`src/rtl/phase_loader_pkg.sv`:
```
// Shared types and sizing helpers for the phase-memory loader.
// Default geometry matches the Gaussian systematization datapath.
package phase_loader_pkg;

  localparam int DEF_N = 4;
  localparam int DEF_M = 2;
  localparam int DEF_L = 8;
  localparam int DEF_K = 16;

  localparam int ELEM_W = $clog2(DEF_M);
  localparam int WORDS  = DEF_L * DEF_K / DEF_N;
  localparam int BLOCKS = DEF_K / DEF_N;

  typedef enum logic [1:0] {
    S_IDLE = 2'd0,
    S_LOAD = 2'd1,
    S_KICK = 2'd2,
    S_RUN  = 2'd3
  } state_e;

  // Lowest bit of element slot j inside a packed word of ew-bit elements.
  function automatic int slot_lsb(input int j, input int ew);
    return j * ew;
  endfunction

  // Counter width that stays at least one bit for degenerate sizes.
  function automatic int cnt_w(input int n);
    return (n > 1) ? $clog2(n) : 1;
  endfunction

endpackage

```
`src/rtl/phase_loader_elem_packer.sv`:
```
// Serial-in / N-wide-out element packer: one element per accepted beat,
// a registered word pulse one cycle after the beat that fills slot N-1.
module elem_packer
  import phase_loader_pkg::*;
#(
  parameter int N  = DEF_N,
  parameter int EW = ELEM_W
) (
  input  logic            clk,
  input  logic            rst,
  input  logic            clr_i,
  input  logic            beat_vld_i,
  input  logic [EW-1:0]   beat_dat_i,
  output logic            elem_last_o,
  output logic            word_vld_o,
  output logic [N*EW-1:0] word_dat_o
);

  localparam int CW = cnt_w(N);

  logic [CW-1:0]   elem_cnt_q;
  logic [N*EW-1:0] pack_q;
  logic [N*EW-1:0] pack_d;
  logic [N*EW-1:0] word_q;
  logic            word_vld_q;

  assign elem_last_o = (elem_cnt_q == CW'(N - 1));
  assign word_vld_o  = word_vld_q;
  assign word_dat_o  = word_q;

  always_comb begin
    pack_d = pack_q;
    for (int j = 0; j < N; j++) begin
      if (elem_cnt_q == CW'(j)) begin
        pack_d[slot_lsb(j, EW) +: EW] = beat_dat_i;
      end
    end
  end

  always_ff @(posedge clk) begin
    if (rst) begin
      elem_cnt_q <= '0;
      pack_q     <= '0;
      word_q     <= '0;
      word_vld_q <= 1'b0;
    end else begin
      word_vld_q <= 1'b0;
      if (clr_i) begin
        elem_cnt_q <= '0;
        pack_q     <= '0;
      end else if (beat_vld_i) begin
        if (elem_last_o) begin
          // Word complete: hand it out and start the next one from empty.
          elem_cnt_q <= '0;
          pack_q     <= '0;
          word_q     <= pack_d;
          word_vld_q <= 1'b1;
        end else begin
          elem_cnt_q <= elem_cnt_q + CW'(1);
          pack_q     <= pack_d;
        end
      end
    end
  end

endmodule

```
`src/rtl/phase_loader.sv`:
```
// Streams an L x K matrix into phase memory, kicks the phase engine and
// reports done/fail; one load-and-run transaction per accepted go pulse.
module phase_loader
  import phase_loader_pkg::*;
#(
  parameter int N = DEF_N,
  parameter int M = DEF_M,
  parameter int L = DEF_L,
  parameter int K = DEF_K,
  localparam int EW   = $clog2(M),
  localparam int WRDS = L * K / N,
  localparam int BW   = $clog2(K / N + 1),
  localparam int AW   = cnt_w(WRDS)
) (
  input  logic            clk,
  input  logic            rst,
  input  logic            go,
  input  logic [BW-1:0]   cfg_start_block,
  input  logic            cfg_last_phase,
  input  logic            in_valid,
  output logic            in_ready,
  input  logic [EW-1:0]   in_data,
  output logic            wr_en,
  output logic [AW-1:0]   wr_addr,
  output logic [N*EW-1:0] data_in,
  output logic            ph_start,
  output logic [BW-1:0]   ph_start_block,
  output logic            ph_last_phase,
  input  logic            ph_done,
  input  logic            ph_fail,
  output logic            busy,
  output logic            done,
  output logic            fail
);

  localparam int WC_W = $clog2(WRDS + 1);

  state_e          state_q;
  logic            in_ready_q;
  logic [WC_W-1:0] word_cnt_q;
  logic [AW-1:0]   wr_addr_q;
  logic            ph_start_q;
  logic [BW-1:0]   start_block_q;
  logic            last_phase_q;
  logic            done_q;
  logic            fail_q;

  logic beat_acc;
  logic elem_last;
  logic pack_clr;
  logic final_beat;

  assign beat_acc   = in_valid && in_ready_q;
  assign pack_clr   = (state_q == S_IDLE) && go;
  assign final_beat = beat_acc && elem_last && (word_cnt_q == WC_W'(WRDS - 1));

  elem_packer #(
    .N  (N),
    .EW (EW)
  ) u_packer (
    .clk         (clk),
    .rst         (rst),
    .clr_i       (pack_clr),
    .beat_vld_i  (beat_acc),
    .beat_dat_i  (in_data),
    .elem_last_o (elem_last),
    .word_vld_o  (wr_en),
    .word_dat_o  (data_in)
  );

  assign in_ready       = in_ready_q;
  assign wr_addr        = wr_addr_q;
  assign ph_start       = ph_start_q;
  assign ph_start_block = start_block_q;
  assign ph_last_phase  = last_phase_q;
  assign busy           = (state_q != S_IDLE);
  assign done           = done_q;
  assign fail           = fail_q;

  always_ff @(posedge clk) begin
    if (rst) begin
      state_q       <= S_IDLE;
      in_ready_q    <= 1'b0;
      word_cnt_q    <= '0;
      wr_addr_q     <= '0;
      ph_start_q    <= 1'b0;
      start_block_q <= '0;
      last_phase_q  <= 1'b0;
      done_q        <= 1'b0;
      fail_q        <= 1'b0;
    end else begin
      ph_start_q <= 1'b0;
      done_q     <= 1'b0;
      fail_q     <= 1'b0;
      case (state_q)
        S_IDLE: begin
          in_ready_q <= 1'b0;
          if (go) begin
            start_block_q <= cfg_start_block;
            last_phase_q  <= cfg_last_phase;
            word_cnt_q    <= '0;
            state_q       <= S_LOAD;
          end
        end
        S_LOAD: begin
          // word_cnt reaching WRDS means the final write is on the bus now.
          if (word_cnt_q == WC_W'(WRDS)) begin
            in_ready_q <= 1'b0;
            ph_start_q <= 1'b1;
            state_q    <= S_KICK;
          end else begin
            in_ready_q <= !final_beat;
            if (beat_acc && elem_last) begin
              wr_addr_q  <= word_cnt_q[AW-1:0];
              word_cnt_q <= word_cnt_q + WC_W'(1);
            end
          end
        end
        S_KICK: begin
          state_q <= S_RUN;
        end
        S_RUN: begin
          if (ph_fail) begin
            fail_q  <= 1'b1;
            state_q <= S_IDLE;
          end else if (ph_done) begin
            done_q  <= 1'b1;
            state_q <= S_IDLE;
          end
        end
        default: state_q <= S_IDLE;
      endcase
    end
  end

endmodule

```
`config.mk`:
```
export PLATFORM = sky130hd
export DESIGN_NAME = phase_loader
export DESIGN_NICKNAME = d
export VERILOG_FILES = /design/src/rtl/phase_loader_pkg.sv /design/src/rtl/phase_loader_elem_packer.sv /design/src/rtl/phase_loader.sv
export SDC_FILE = /design/constraint.sdc
export NUM_CORES = 1
export LEC_CHECK = 0
export BUFFER_PORTS_ARGS = -buffer_cell sky130_fd_sc_hd__buf_2
export CAP_MARGIN = 30
export CORE_ASPECT_RATIO = 1.25
export CORE_MARGIN = 3
export CORE_UTILIZATION = 35
export CTS_BUF_LIST = sky130_fd_sc_hd__clkbuf_16
export CTS_CLUSTER_DIAMETER = 30
export DETAILED_ROUTE_END_ITERATION = 8
export MAX_ROUTING_LAYER = met4
export PLACE_DENSITY_LB_ADDON = 0.25
export SYNTH_ARGS = -nofsm -noshare
export SYNTH_HDL_FRONTEND = slang
export SYNTH_SLANG_ARGS = --single-unit
```
`constraint.sdc`:
```
create_clock -name clk -period 2.5 [get_ports clk]
set_input_delay 0 -clock clk [delete_from_list [all_inputs] [get_ports clk]]
set_output_delay 0 -clock clk [all_outputs]
set_load 0.05 [all_outputs]
```
# --- After elaboration in Yosys (flattened, before gate mapping) ---
# Index checks and enable logic that the tools add are counted.
classes:
  reduce_logical: 19
  bitwise: 5
  add_sub_neg: 2
  muxes: 21
  n_eq_ne: 13
op_table:
  columns: ["op", "count"]
  rows:
  - ["6-bit two-way mux", 3]
  - ["6-bit one-hot mux with 2 select lines", 1]
  - ["2-bit two-way mux", 5]
  - ["1-bit two-way mux", 9]
  - ["3-bit AND reduction", 3]
  - ["2-bit == test (second input constant)", 4]
  - ["2-bit inequality test (second input constant)", 4]
  - ["2-bit one-hot mux with 4 select lines", 1]
  - ["6-bit by 1-bit adder with 6-bit output (second input constant)", 1]
  - ["6-bit by 5-bit == test with 1-bit output (second input constant)", 1]
  - ["6-bit == test (second input constant)", 1]
  - ["2-bit OR reduction", 3]
  - ["3-bit OR reduction", 2]
  - ["1-bit inverter", 5]
  - ["2-bit by 1-bit == test with 1-bit output (second input constant)", 2]
  - ["1-bit logical AND", 4]
  - ["2-bit logical NOT", 2]
  - ["4-bit two-way mux", 1]
  - ["4-bit AND reduction", 1]
  - ["2-bit nonzero test", 2]
  - ["3-bit inequality test (second input constant)", 1]
  - ["2-bit by 1-bit adder with 2-bit output (second input constant)", 1]
  - ["1-bit one-hot mux with 2 select lines", 1]
  - ["2-bit AND reduction", 1]
  - ["1-bit logical NOT", 1]
totals:
  register_bits: 32
  wordCells: 73
  output_inout_bits: 19
  input_bits: 11

# --- Logic depth before layout (Yosys ltp) ---
# Gate-level depths: netlist of run 1.
logic_depth:
  ltp_word: 6
  ltp_mapped: 7
  mapped_depth_nobuf: 6

# --- Cells and area by module ---
# From an unflattened synthesis of run 1, not the netlist that was laid out.
unflattened:
  hier_cells: 167
  area_unflattened_um2: 1502.7
by_module_without_submodules:
  columns: ["mod", "seq_area_each_um2", "n_inst", "cells_per_inst", "area_per_inst_um2"]
  rows:
  - ["phase_loader", 420.4, 1, 117, 1024.7]
  - ["elem_packer", 200.2, 1, 50, 478.0]

# --- Worst setup path after synthesis of run 1 ---
# OpenSTA, ideal clock, no wires.
synth_path:
  path_kind: "reg2reg"
  startpoint: "register in_ready_q, in the netlist in_ready"
  endpoint: "register wr_addr_q[0], in the netlist wr_addr[0]"
  setup_ps: 128
  n_path_buf: 2
  arrival_ps: 1495
  setup_slack_ps: 877
  path_stages_with_launch: 7
  cell_sequence: "dfxtp_1 -> and3_1 -> buf_4 -> o211a_1 -> buf_4 -> mux2i_1 -> nor2_1"
synth_between:
  elab_chain_len: 3
synth_rtl:
  columns: ["element", "line_no", "source"]
  rows:
  - ["from (decl)", "phase_loader.sv:39", "logic in_ready_q;"]
  - ["from (signal assigned)", "phase_loader.sv:112", "in_ready_q <= !final_beat;"]
  - ["1-bit logical AND", "phase_loader.sv:53", "assign beat_acc = in_valid && in_ready_q;"]
  - ["1-bit logical AND", "phase_loader.sv:113", "if (beat_acc && elem_last) begin"]
  - ["3-bit AND reduction (no source line)", null, null]
  - ["to (signal assigned)", "phase_loader.sv:114", "wr_addr_q <= word_cnt_q[AW-1:0];"]
  - ["to (decl)", "phase_loader.sv:41", "logic [AW-1:0] wr_addr_q;"]
# Every way passes these cells.
# A chain may end at the register's enable or synchronous reset.

# --- Final worst setup path of run 1 ---
layout_path:
  startpoint: "register state_q[1]"
  endpoint: "register word_cnt_q[3]"
layout_between:
  elab_chain_len: 3
  word_cells_on_any_way: 8
  classes_between: "4 x eq/ne; 1 x mux; 3 x reduce/logical"
layout_rtl:
  columns: ["element", "line_no", "source"]
  rows:
  - ["from (decl)", "phase_loader.sv:38", "state_e state_q;"]
  - ["from (signal assigned)", "phase_loader.sv:82", "state_q <= S_IDLE;"]
  - ["from (signal assigned)", "phase_loader.sv:102", "state_q <= S_LOAD;"]
  - ["from (signal assigned)", "phase_loader.sv:110", "state_q <= S_KICK;"]
  - ["2-bit by 1-bit == test with 1-bit output or 2-bit logical NOT (tied branches)", "phase_loader.sv:95", "case (state_q)"]
  - ["2-bit inequality test (no source line) or 2-bit nonzero test (tied branches)", null, null]
  - ["4-bit AND reduction (no source line)", null, null]
  - ["to (signal assigned)", "phase_loader.sv:115", "word_cnt_q <= word_cnt_q + WC_W'(1);"]
  - ["to (decl)", "phase_loader.sv:40", "logic [WC_W-1:0] word_cnt_q;"]
# Parallel ways exist; a longest one is shown, timed or not.

==> results of run 1 <==
## cell families after synthesis
| logic type | count (synthesis) |
|---|---|
| compound gates | 36 |
| buf+inv | 17 |
| simple gates | 62 |
| mux | 10 |
| fa+ha+maj | 10 |
| flops | 31 |
## per-layer routing
layer  vias to the layer above  wire length (um)
li1                        657                 -
met4                         0                57
met1                       579              1410
met5                         -                 0
met3                         7               127
met2                        20              1650
## layout make-up
class / count / area (sq um)
Fill cell: 405 / 2250
Multi-Input combinational cell: 118 / 830
Sequential cell: 31 / 621
Timing Repair Buffer: 34 / 195
Clock buffer: 5 / 125
Tap cell: 56 / 70.1
Inverter: 9 / 33.8
Clock inverter: 1 / 3.75
## report_power, final
| group | internal (W) | switching (W) | leakage [nW] |
|---|---|---|---|
| Clock | 0.000351 | 0.000181 | 0.0669 |
| Sequential | 0.000533 | 0.0000290 | 0.251 |
| Combinational | 0.000140 | 0.000326 | 0.457 |
| Total | 0.00102 | 0.000535 | 0.775 |
## state kept, by name, summed over array words and instances, names as in the netlist
register and count:
wr_addr 5, fail 1, word_cnt_q 6, u_packer.elem_cnt_q 2, in_ready 1, ph_start 1
state_q 2, u_packer.word_dat_o 4, ph_last_phase 1, ph_start_block 3, done 1, u_packer.word_vld_o 1
u_packer.pack_q 3
## critical path, delay by kind of cell, from the launching register on
| family | cells | cell delay (ns) |
|---|---|---|
| AOI/OAI and AO/OA | 2 | 0.32 |
| adders and majority gates | 1 | 0.43 |
| buffers and inverters | 1 | 0.09 |
| DFF | 1 | 0.32 |
| muxes | 1 | 0.17 |
| and+or+nand+nor | 1 | 0.29 |
## repair_timing
action / 4_1_cts / 5_1_grt
endpoints found under the hold margin: 6 / 0
setup buffers: 0 / 0
hold buffers: 5 / 0
## layout by cell type (no fill, tap or decap), types with 2 or more instances in the layout
cell type	instances
sky130_fd_sc_hd__o31ai_2	2
sky130_fd_sc_hd__o21ai_0	5
sky130_fd_sc_hd__mux2i_1	10
sky130_fd_sc_hd__a211oi_1	5
sky130_fd_sc_hd__ha_1	10
sky130_fd_sc_hd__nor3b_1	2
sky130_fd_sc_hd__nor3_1	5
sky130_fd_sc_hd__a22oi_1	3
sky130_fd_sc_hd__dlygate4sd3_1	5
sky130_fd_sc_hd__buf_2	29
sky130_fd_sc_hd__clkbuf_16	5
sky130_fd_sc_hd__a21oi_1	8
sky130_fd_sc_hd__and3_1	4
sky130_fd_sc_hd__nor2_1	20
sky130_fd_sc_hd__nand3_1	8
sky130_fd_sc_hd__a31oi_1	3
sky130_fd_sc_hd__inv_1	10
sky130_fd_sc_hd__nor2b_1	2
sky130_fd_sc_hd__dfxtp_1	31
sky130_fd_sc_hd__nand2_1	14
## worst max path at each step
stage                from             to  slack [ns]  cells past startpoint
2_1_floorplan    in_ready     wr_addr[0]        0.88                      6
3_3_place_gp   state_q[0]  word_cnt_q[3]        0.77                      5
3_5_place_dp   state_q[1]  word_cnt_q[3]        0.75                      6
4_1_cts        state_q[0]  word_cnt_q[1]        0.73                      6
5_1_grt        state_q[1]  word_cnt_q[3]        0.61                      6
6_report       state_q[1]  word_cnt_q[3]        0.74                      6
## metrics by stage
step | area (sq um) | util (%) | hold slack [ns] | worst slack (ns)
after global routing | 1880 | 45.5 | 0.0179 | 0.609
final | 1880 | 45.5 | 0.0107 | 0.744
after detailed placement | 1700 | 41.1 | 0.201 | 0.751
after global placement | 1700 | 41.1 | 0.201 | 0.774
after CTS | 1880 | 45.5 | 0.00355 | 0.734
after floorplan | 1530 | - | 0.0757 | 0.877
==> impl_metrics.csv, run 1 <==
group,metric,value,unit
worst_setup_path,worst_setup_path_class,"flop to flop",
clocking,maximum_buffer_depth_of_the_clock_tree,2,
synthesis,yosysWarnings,0,
timing,skew,0.00251,ns
cells_and_area,design.final.nets,220,
floorplan,placement_rows,26,
synthesis,mappedNetlistNets,187,
worst_setup_path,startpoint_class,"flop",
synthesis,synth_top_family_by_area,"simple AND/OR/NAND/NOR gates",
power_and_ir_drop,totalPowerFinal,0.00156,W
worst_setup_path,regToRegStartpoint,"state_q[1]",
hold_path,worst_hold_path_type,"input pin to flop",
grt,grt_util_met1,16.9,%
timing,hold_viol_final,0,
synthesis,synthAdderAreaFrac,8.19,%
clocking,cts_made_buffers,5,
grt,overflow_left_after_global_routing,0,
timing,timing.final.crit_share,70.2,%
cells_and_area,layoutNonFillerInstCount,254,
synthesis,synth_enable_flop_cells,0,
worst_setup_path,timing.critical_path.to_type,"flop",
clocking,clkLatencyLatePin,0.27,ns
grt,globalRouteMet3Util,4.23,%
synthesis,synth.avg_cell_area,9.20,sq um
synthesis,synthXorXnorAreaFrac,0,%
placement,gp_congestion,0.844,
hold_path,min_from,"ph_done",
worst_setup_path,rr_worst_depth,6,
timing,rsz0062_at_grt,"no",
synthesis,synthFlopType,"sky130_fd_sc_hd__dfxtp_1",
floorplan,die_area,0.00520,sq mm
cells_and_area,share_of_layout_cells_above_drive_strength_1,20.7,%
drt,wl_per_cell,12.8,um
timing,slew_headroom,67.9,%
grt,busiest_layer,"met2",
synthesis,synth.mux.area_fraction,6.55,%
cells_and_area,n_antenna_cell,0,
drt,first_pass_iters,4,
status,run_status,"finished clean",
timing,final.setup.tns,0,ns
grt,antenna_found_initial,0,
grt,track_usage,14.4,%
drt,detail_route.vias_per_cell,4.97,
floorplan,floorplan_die_height,79.9,um
timing,finalSetupViolCount,0,
synthesis,yosys_register_bits,31,
clocking,cts_resized,0,
drt,drt-initial-drc-count,43,
power_and_ir_drop,power.density_cell_area,831,mW/mm^2
hold_path,hold_path_depth,2,
grt,grt_first_pass_wirelength,5710,um
synthesis,synth_largest_area_cell,"sky130_fd_sc_hd__dfxtp_1",
clocking,clock_pin_transition_on_the_worst_setup_and_hold_timing_paths,0.05,ns
floorplan,initial_core_util,37.0,%
hold_path,worst_min_delay_path_endpoint,"done",
grt,grtUsageMet2,23.7,%
worst_setup_path,reg2reg_end,"word_cnt_q[3]",
clocking,clkSinkCount,31,
timing,final-max-slew-violation-count,0,
worst_setup_path,cp_max_fo,11,
synthesis,fraction_of_the_mapped_netlist_area_in_compound_gates,18.5,%
timing,achievable-frequency,569,MHz
worst_setup_path,timing.critical_path.arrival,1.90,ns
synthesis,synthArstFlopShare,0,%
timing,worst-slew-pin-transition,0.481,ns
floorplan,floorplan.die.width,65.1,um
grt,grt_max_degree,25,
synthesis,netlist_instances,166,
worst_setup_path,cp_data_required_time,2.65,ns
clocking,htree_num_levels,2,
placement,dpl.hpwl,2370,um
drt,drc,0,
synthesis,synth_simple_gate_area_share,21.0,%
power_and_ir_drop,p_leak,0.775,nW
cells_and_area,flow.area_growth_from_synthesis,22.9,%
synthesis,ys_seq_area_share,40.6,%
synthesis,netlist_top_cells_count,"sky130_fd_sc_hd__dfxtp_1 (31), sky130_fd_sc_hd__nor2_1 (20), sky130_fd_sc_hd__nand2_1 (14)",
grt,grt_pass1_vias,1255,
worst_setup_path,ff2ff_setup_slack,0.74,ns
placement,post-place-cells,243,
synthesis,post_synth_num_cell_types,38,
clocking,cts_tree,"built",
synthesis,syn-cell-area,0.00153,sq mm
synthesis,synth.most_common_cell,"sky130_fd_sc_hd__dfxtp_1",
worst_setup_path,crit_path_cell_trace,"inv_1 -> ha_1 -> mux2i_1 -> nor2_1 -> o2bb2ai_4 -> o21ai_0",
clocking,root_buffer,"sky130_fd_sc_hd__clkbuf_16",
power_and_ir_drop,vdd.ir_drop.worst,0.535,mV
timing,final.min_clock_period,1.76,ns
floorplan,design.core.area,0.00413,sq mm
synthesis,synth.top_cells.by_area,"sky130_fd_sc_hd__dfxtp_1 (41%), sky130_fd_sc_hd__ha_1 (8.2%), sky130_fd_sc_hd__mux2i_1 (6.6%), sky130_fd_sc_hd__nor2_1 (4.9%), sky130_fd_sc_hd__nand2_1 (3.4%)",
synthesis,yosys.area.top_type_share,40.6,%
floorplan,io_pins,30,
worst_setup_path,critical_path.max_stage_delay,0.43,ns
worst_setup_path,worst_path_cell_with_the_longest_stage_delay,"sky130_fd_sc_hd__ha_1",
drt,ant_nets,0,
placement,port_buffers,29,
drt,totalWireLength,3250,um
flow_run,timing.max_cap.violations,0,
drt,routed-via-count,1263,
Power figures use the tool's default switching activity.
==> run 2, diff against run 1 <==
- clock period: 2.5 -> 1.75 ns (I/O delays scaled with it)
==> impl_metrics.csv, run 2 (same netlist as run 1, synthesis figures left out) <==
group,metric,value,unit
timing,slew_headroom,75.5,%
cells_and_area,mostFrequentLayoutCells,"sky130_fd_sc_hd__dfxtp_1 (31), sky130_fd_sc_hd__buf_2 (29), sky130_fd_sc_hd__nor2_1 (19)",
floorplan,design.core.area,0.00413,sq mm
timing,timing.final.crit_share,91.4,%
clocking,clkLatencyLatePin,0.27,ns
power_and_ir_drop,cellInternalPower,0.00152,W
placement,port_buffers,29,
timing,final.setup.worst_slack,0.151,ns
grt,antenna_found_initial,0,
cells_and_area,n_antenna_cell,0,
drt,totalWireLength,3400,um
floorplan,initial_core_util,37.0,%
clocking,htree_num_levels,2,
timing,hold_viol_final,0,
clocking,cts_tree,"built",
timing,worst-slew-pin-transition,0.367,ns
cells_and_area,final_common_cell,"sky130_fd_sc_hd__dfxtp_1",
drt,first_pass_iters,4,
status,run_status,"finished clean",
worst_setup_path,worst_setup_path_class,"flop to flop",
floorplan,placement_rows,26,
floorplan,io_pins,30,
cells_and_area,share_of_layout_cells_above_drive_strength_1,23.5,%
drt,drt-initial-drc-count,45,
clocking,clock_pin_transition_on_the_worst_setup_and_hold_timing_paths,0.05,ns
timing,final.setup.tns,0,ns
cells_and_area,largest-register,"word_cnt_q",
timing,final-max-slew-violation-count,0,
worst_setup_path,timing.critical_path.to_type,"flop",
timing,achievable-frequency,625,MHz
worst_setup_path,cp_max_fo,7,
power_and_ir_drop,pwr-share-comb,31.7,%
power_and_ir_drop,vdd.ir_drop.worst,0.571,mV
clocking,cts_made_buffers,5,
hold_path,worst_hold_path_type,"input pin to flop",
timing,rsz0062_at_grt,"no",
grt,grt_first_pass_wirelength,5650,um
drt,ant_nets,0,
floorplan,floorplan_die_height,79.9,um
power_and_ir_drop,p_leak,0.805,nW
grt,overflow_left_after_global_routing,0,
drt,detail_route.vias_per_cell,5.01,
clocking,root_buffer,"sky130_fd_sc_hd__clkbuf_16",
power_and_ir_drop,power.density_cell_area,1200,mW/mm^2
timing,final.min_clock_period,1.60,ns
timing,skew,0.00263,ns
timing,finalSetupViolCount,0,
grt,grt_max_degree,16,
cells_and_area,flow.area_growth_from_synthesis,26.0,%
cells_and_area,largest_register_ff_count,6,
clocking,clkSinkCount,31,
grt,track_usage,14.4,%
power_and_ir_drop,power_frac_seq,34.8,%
placement,placement_stage_worst_setup_slack,0.118,ns
drt,routed-via-count,1302,
flow_run,timing.max_cap.violations,0,
power_and_ir_drop,clock_power_share,33.6,%
floorplan,floorplan.die.width,65.1,um
floorplan,die_area,0.00520,sq mm
cells_and_area,design.final.nets,226,
drt,wl_per_cell,13.1,um
worst_setup_path,startpoint_class,"flop",
placement,gp_congestion,0.861,
worst_setup_path,timing.critical_path.arrival,1.76,ns
power_and_ir_drop,power.net_switching,0.000798,W
drt,drc,0,
worst_setup_path,cp_data_required_time,1.91,ns
clocking,maximum_buffer_depth_of_the_clock_tree,2,
placement,dpl.hpwl,2480,um
grt,grt_pass1_vias,1257,
power_and_ir_drop,power_switching_share,34.4,%
[run 2: cell types whose count changed in the layout (fill, tap and decap cells not counted), sizes merged]
cell / change
buf: +6
[run 2: metal layers]
layer	track usage, %	vias to the layer above	share of wire [%]
met5	-	-	0
met4	6.64	0	2.4
met3	4.93	11	4.4
met2	23.2	32	50
met1	16.1	593	44
li1	-	666	-
[run 2: repair_timing]
action,4_1_cts,5_1_grt
setup endpoints to repair,0,1
buffers inserted,0,0
hold buffers,5,0
endpoints found under the hold margin,6,0
resized for setup,0,1
[run 2: cell type report]
cell class | count | area [sq um]
repair buffers | 40 | 240
fillers | 402 | 2210
inverters | 9 | 33.8
clock buffers | 5 | 125
multi-input cells | 118 | 832
flip-flops and latches | 31 | 621
clock inverters | 1 | 3.75
well taps | 56 | 70.1
[run 2: per-stage QoR]
step           cells  power [W]  instance area [sq um]  hold WS (ns)  utilization [%]
2_1_floorplan    166    0.00134                   1530        0.0757                -
3_3_place_gp     249    0.00155                   1740         0.196             42.2
3_5_place_dp     249    0.00154                   1740         0.203             42.2
4_1_cts          260    0.00233                   1920       0.00695             46.5
5_1_grt          260    0.00245                   1930        0.0204             46.6
6_report         260    0.00232                   1930       0.00914             46.6
[run 2: worst paths after layout]
kind | start | end | slack (ns) | cells past startpoint
min | ph_done | done | 0.009 | 2
max | u_packer.elem_cnt_q[0] | wr_addr[2] | 0.15 | 5
max reg2reg | u_packer.elem_cnt_q[0] | wr_addr[2] | 0.15 | 5
min reg2reg | ph_start_block[0] | ph_start_block[0] | 0.45 | 2
[run 2: critical path, cell delays in order, from the launching register on]
cell,delay [ns]
sky130_fd_sc_hd__dfxtp_1,0.39
sky130_fd_sc_hd__ha_1,0.28
sky130_fd_sc_hd__and3_1,0.22
sky130_fd_sc_hd__o211a_1,0.31
sky130_fd_sc_hd__mux2i_1,0.23
sky130_fd_sc_hd__nor2_1,0.05
[run 2: power groups by stage]
stage	Clock (W)	Sequential [W]	Combinational, W
floorplan	0	0.000906	0.000432
global placement	0	0.000817	0.000729
detailed placement	0	0.000818	0.000724
CTS	0.000790	0.000805	0.000736
global route	0.000827	0.000813	0.000807
finish	0.000777	0.000806	0.000734
==> run 3, diff against run 2 <==
- HOLD_SLACK_MARGIN: default -> 0.15
- SETUP_SLACK_MARGIN: default -> 0.4
==> impl_metrics.csv, run 3 (same netlist as run 1, synthesis figures left out) <==
group,metric,value,unit
timing,final.min_clock_period,1.42,ns
clocking,maximum_buffer_depth_of_the_clock_tree,2,
grt,overflow_left_after_global_routing,0,
cells_and_area,final_common_cell,"sky130_fd_sc_hd__buf_2",
timing,hold-worst-slack,0.166,ns
drt,top_layer,"met4",
worst_setup_path,worst_path_dominant_cell_family,"simple AND/OR/NAND/NOR gates",
power_and_ir_drop,totalPowerFinal,0.00255,W
grt,grt_pass1_vias,1347,
timing,final-max-slew-violation-count,0,
floorplan,design.core.area,0.00413,sq mm
drt,totalWireLength,3560,um
power_and_ir_drop,power.density_cell_area,1160,mW/mm^2
worst_setup_path,cp_data_required_time,1.93,ns
worst_setup_path,worst_setup_path_class,"flop to flop",
floorplan,placement_rows,26,
worst_setup_path,cp_max_fo,5,
grt,grt_max_degree,25,
cells_and_area,mostFrequentLayoutCells,"sky130_fd_sc_hd__buf_2 (28), sky130_fd_sc_hd__dfxtp_1 (24), sky130_fd_sc_hd__nor2_1 (17)",
placement,port_buffers,29,
worst_setup_path,crit_buf_inv,1,
timing,skew,0.00423,ns
floorplan,die_area,0.00520,sq mm
grt,track_usage,15.1,%
drt,routed-via-count,1352,
flow_run,timing.max_cap.violations,0,
cells_and_area,layout.filler_cells,398,
cells_and_area,share_of_layout_cells_above_drive_strength_1,40.1,%
floorplan,floorplan_die_height,79.9,um
hold_path,worst_hold_path_type,"input pin to flop",
timing,worst-slew-pin-transition,0.488,ns
worst_setup_path,timing.critical_path.to_type,"flop",
cells_and_area,flow.area_growth_from_synthesis,43.2,%
cells_and_area,largest-register,"word_cnt_q",
drt,detail_route.vias_per_cell,4.95,
placement,dpl.hpwl,2480,um
floorplan,io_pins,30,
clocking,cts_tree,"built",
cells_and_area,finalInstanceArea,0.00219,sq mm
clocking,clock_pin_transition_on_the_worst_setup_and_hold_timing_paths,0.05,ns
clocking,cts_made_buffers,5,
floorplan,initial_core_util,37.0,%
worst_setup_path,timing.critical_path.arrival,1.61,ns
clocking,clkLatencyLatePin,0.28,ns
worst_setup_path,critical_path.max_stage_delay,0.33,ns
placement,placed_cell_area,0.00176,sq mm
timing,achievable-frequency,702,MHz
cells_and_area,multi_input_area,963,sq um
placement,gp_congestion,0.804,
floorplan,floorplan.die.width,65.1,um
cells_and_area,n_antenna_cell,0,
cells_and_area,design.final.nets,237,
drt,ant_nets,0,
worst_setup_path,cp.depth,6,
grt,antenna_found_initial,0,
drt,dr_wl_met2,1930,um
worst_setup_path,rr_worst_depth,6,
cells_and_area,layoutNonFillerInstCount,273,
drt,drt-initial-drc-count,51,
status,run_status,"finished clean",
timing,slew_headroom,67.5,%
clocking,htree_num_levels,2,
timing,finalSetupViolCount,0,
drt,met3_wirelength,119,um
power_and_ir_drop,p_leak,0.859,nW
clocking,root_buffer,"sky130_fd_sc_hd__clkbuf_16",
drt,first_pass_iters,4,
timing,hold_viol_final,0,
placement,post-place-cells,243,
timing,timing.final.crit_share,81.3,%
timing,final.setup.tns,0,ns
worst_setup_path,startpoint_class,"flop",
clocking,clkSinkCount,31,
timing,rsz0062_at_grt,"yes",
drt,drc,0,
cells_and_area,largest_register_ff_count,6,
cells_and_area,regArea,639,sq um
drt,wl_per_cell,13.1,um
hold_path,hold_path_depth,2,
worst_setup_path,worst_path_cell_with_the_longest_stage_delay,"sky130_fd_sc_hd__dfxtp_2",
worst_setup_path,crit_path_cell_trace,"inv_2 -> ha_4 -> nand4bb_4 -> or2_4 -> o2bb2ai_4 -> o32ai_2",
grt,grt_first_pass_wirelength,5930,um
power_and_ir_drop,vdd.ir_drop.worst,0.611,mV
drt,detail_route.wirelength.met1,1450,um
==> run 3: changes by cell type in the layout (fill, tap and decap cells not counted), sizes merged <==
| cell | change |
|---|---|
| dlygate4sd3 | +4 |
| clkinvlp | +1 |
| buf | +6 |
| clkbuf | +1 |
| clkinv | +1 |
==> run 3: final timing paths <==
path | slack (ns) | end | startpoint
hold reg to reg | 0.46 | ph_start_block[0] | ph_start_block[0]
setup reg to reg | 0.33 | word_cnt_q[1] | word_cnt_q[0]
hold / removal | 0.17 | in_ready | rst
setup / recovery | 0.33 | word_cnt_q[1] | word_cnt_q[0]
==> run 3: power by group <==
| part | switching [W] | leakage [nW] | total (W) | internal [W] |
|---|---|---|---|---|
| registers | 0.0000640 | 0.255 | 0.000836 | 0.000772 |
| logic | 0.000523 | 0.533 | 0.000882 | 0.000359 |
| clock network | 0.000306 | 0.0701 | 0.000830 | 0.000523 |
==> run 3: routing by layer <==
metal  GRT usage (%)  vias up
met5               -        -
met4            6.64        0
met3            4.51        5
met2            27.4       22
met1            14.7      639
li1                -      686
==> run 3: layout make-up <==
class / count / area share (%)
Clock buffer: 5 / 5.72
Clock inverter: 3 / 0.858
Inverter: 9 / 1.66
Multi-Input combinational cell: 118 / 44.0
Sequential cell: 31 / 29.2
Tap cell: 56 / 3.20
Timing Repair Buffer: 51 / 15.3
==> run 3: stage by stage <==
step | util, % | setup WS [ns]
2_1_floorplan | - | 0.387
4_1_cts | 50.9 | 0.323
6_report | 53.0 | 0.326
3_3_place_gp | 42.6 | 0.215
5_1_grt | 53.0 | 0.266
3_5_place_dp | 42.6 | 0.187
==> run 3: what timing repair did <==
item	CTS	global route
endpoints found under the hold margin	11	0
endpoints found under the setup margin	24	25
setup buffers	7	6
resized for setup	13	10
pin swaps	5	7
hold buffers	9	0
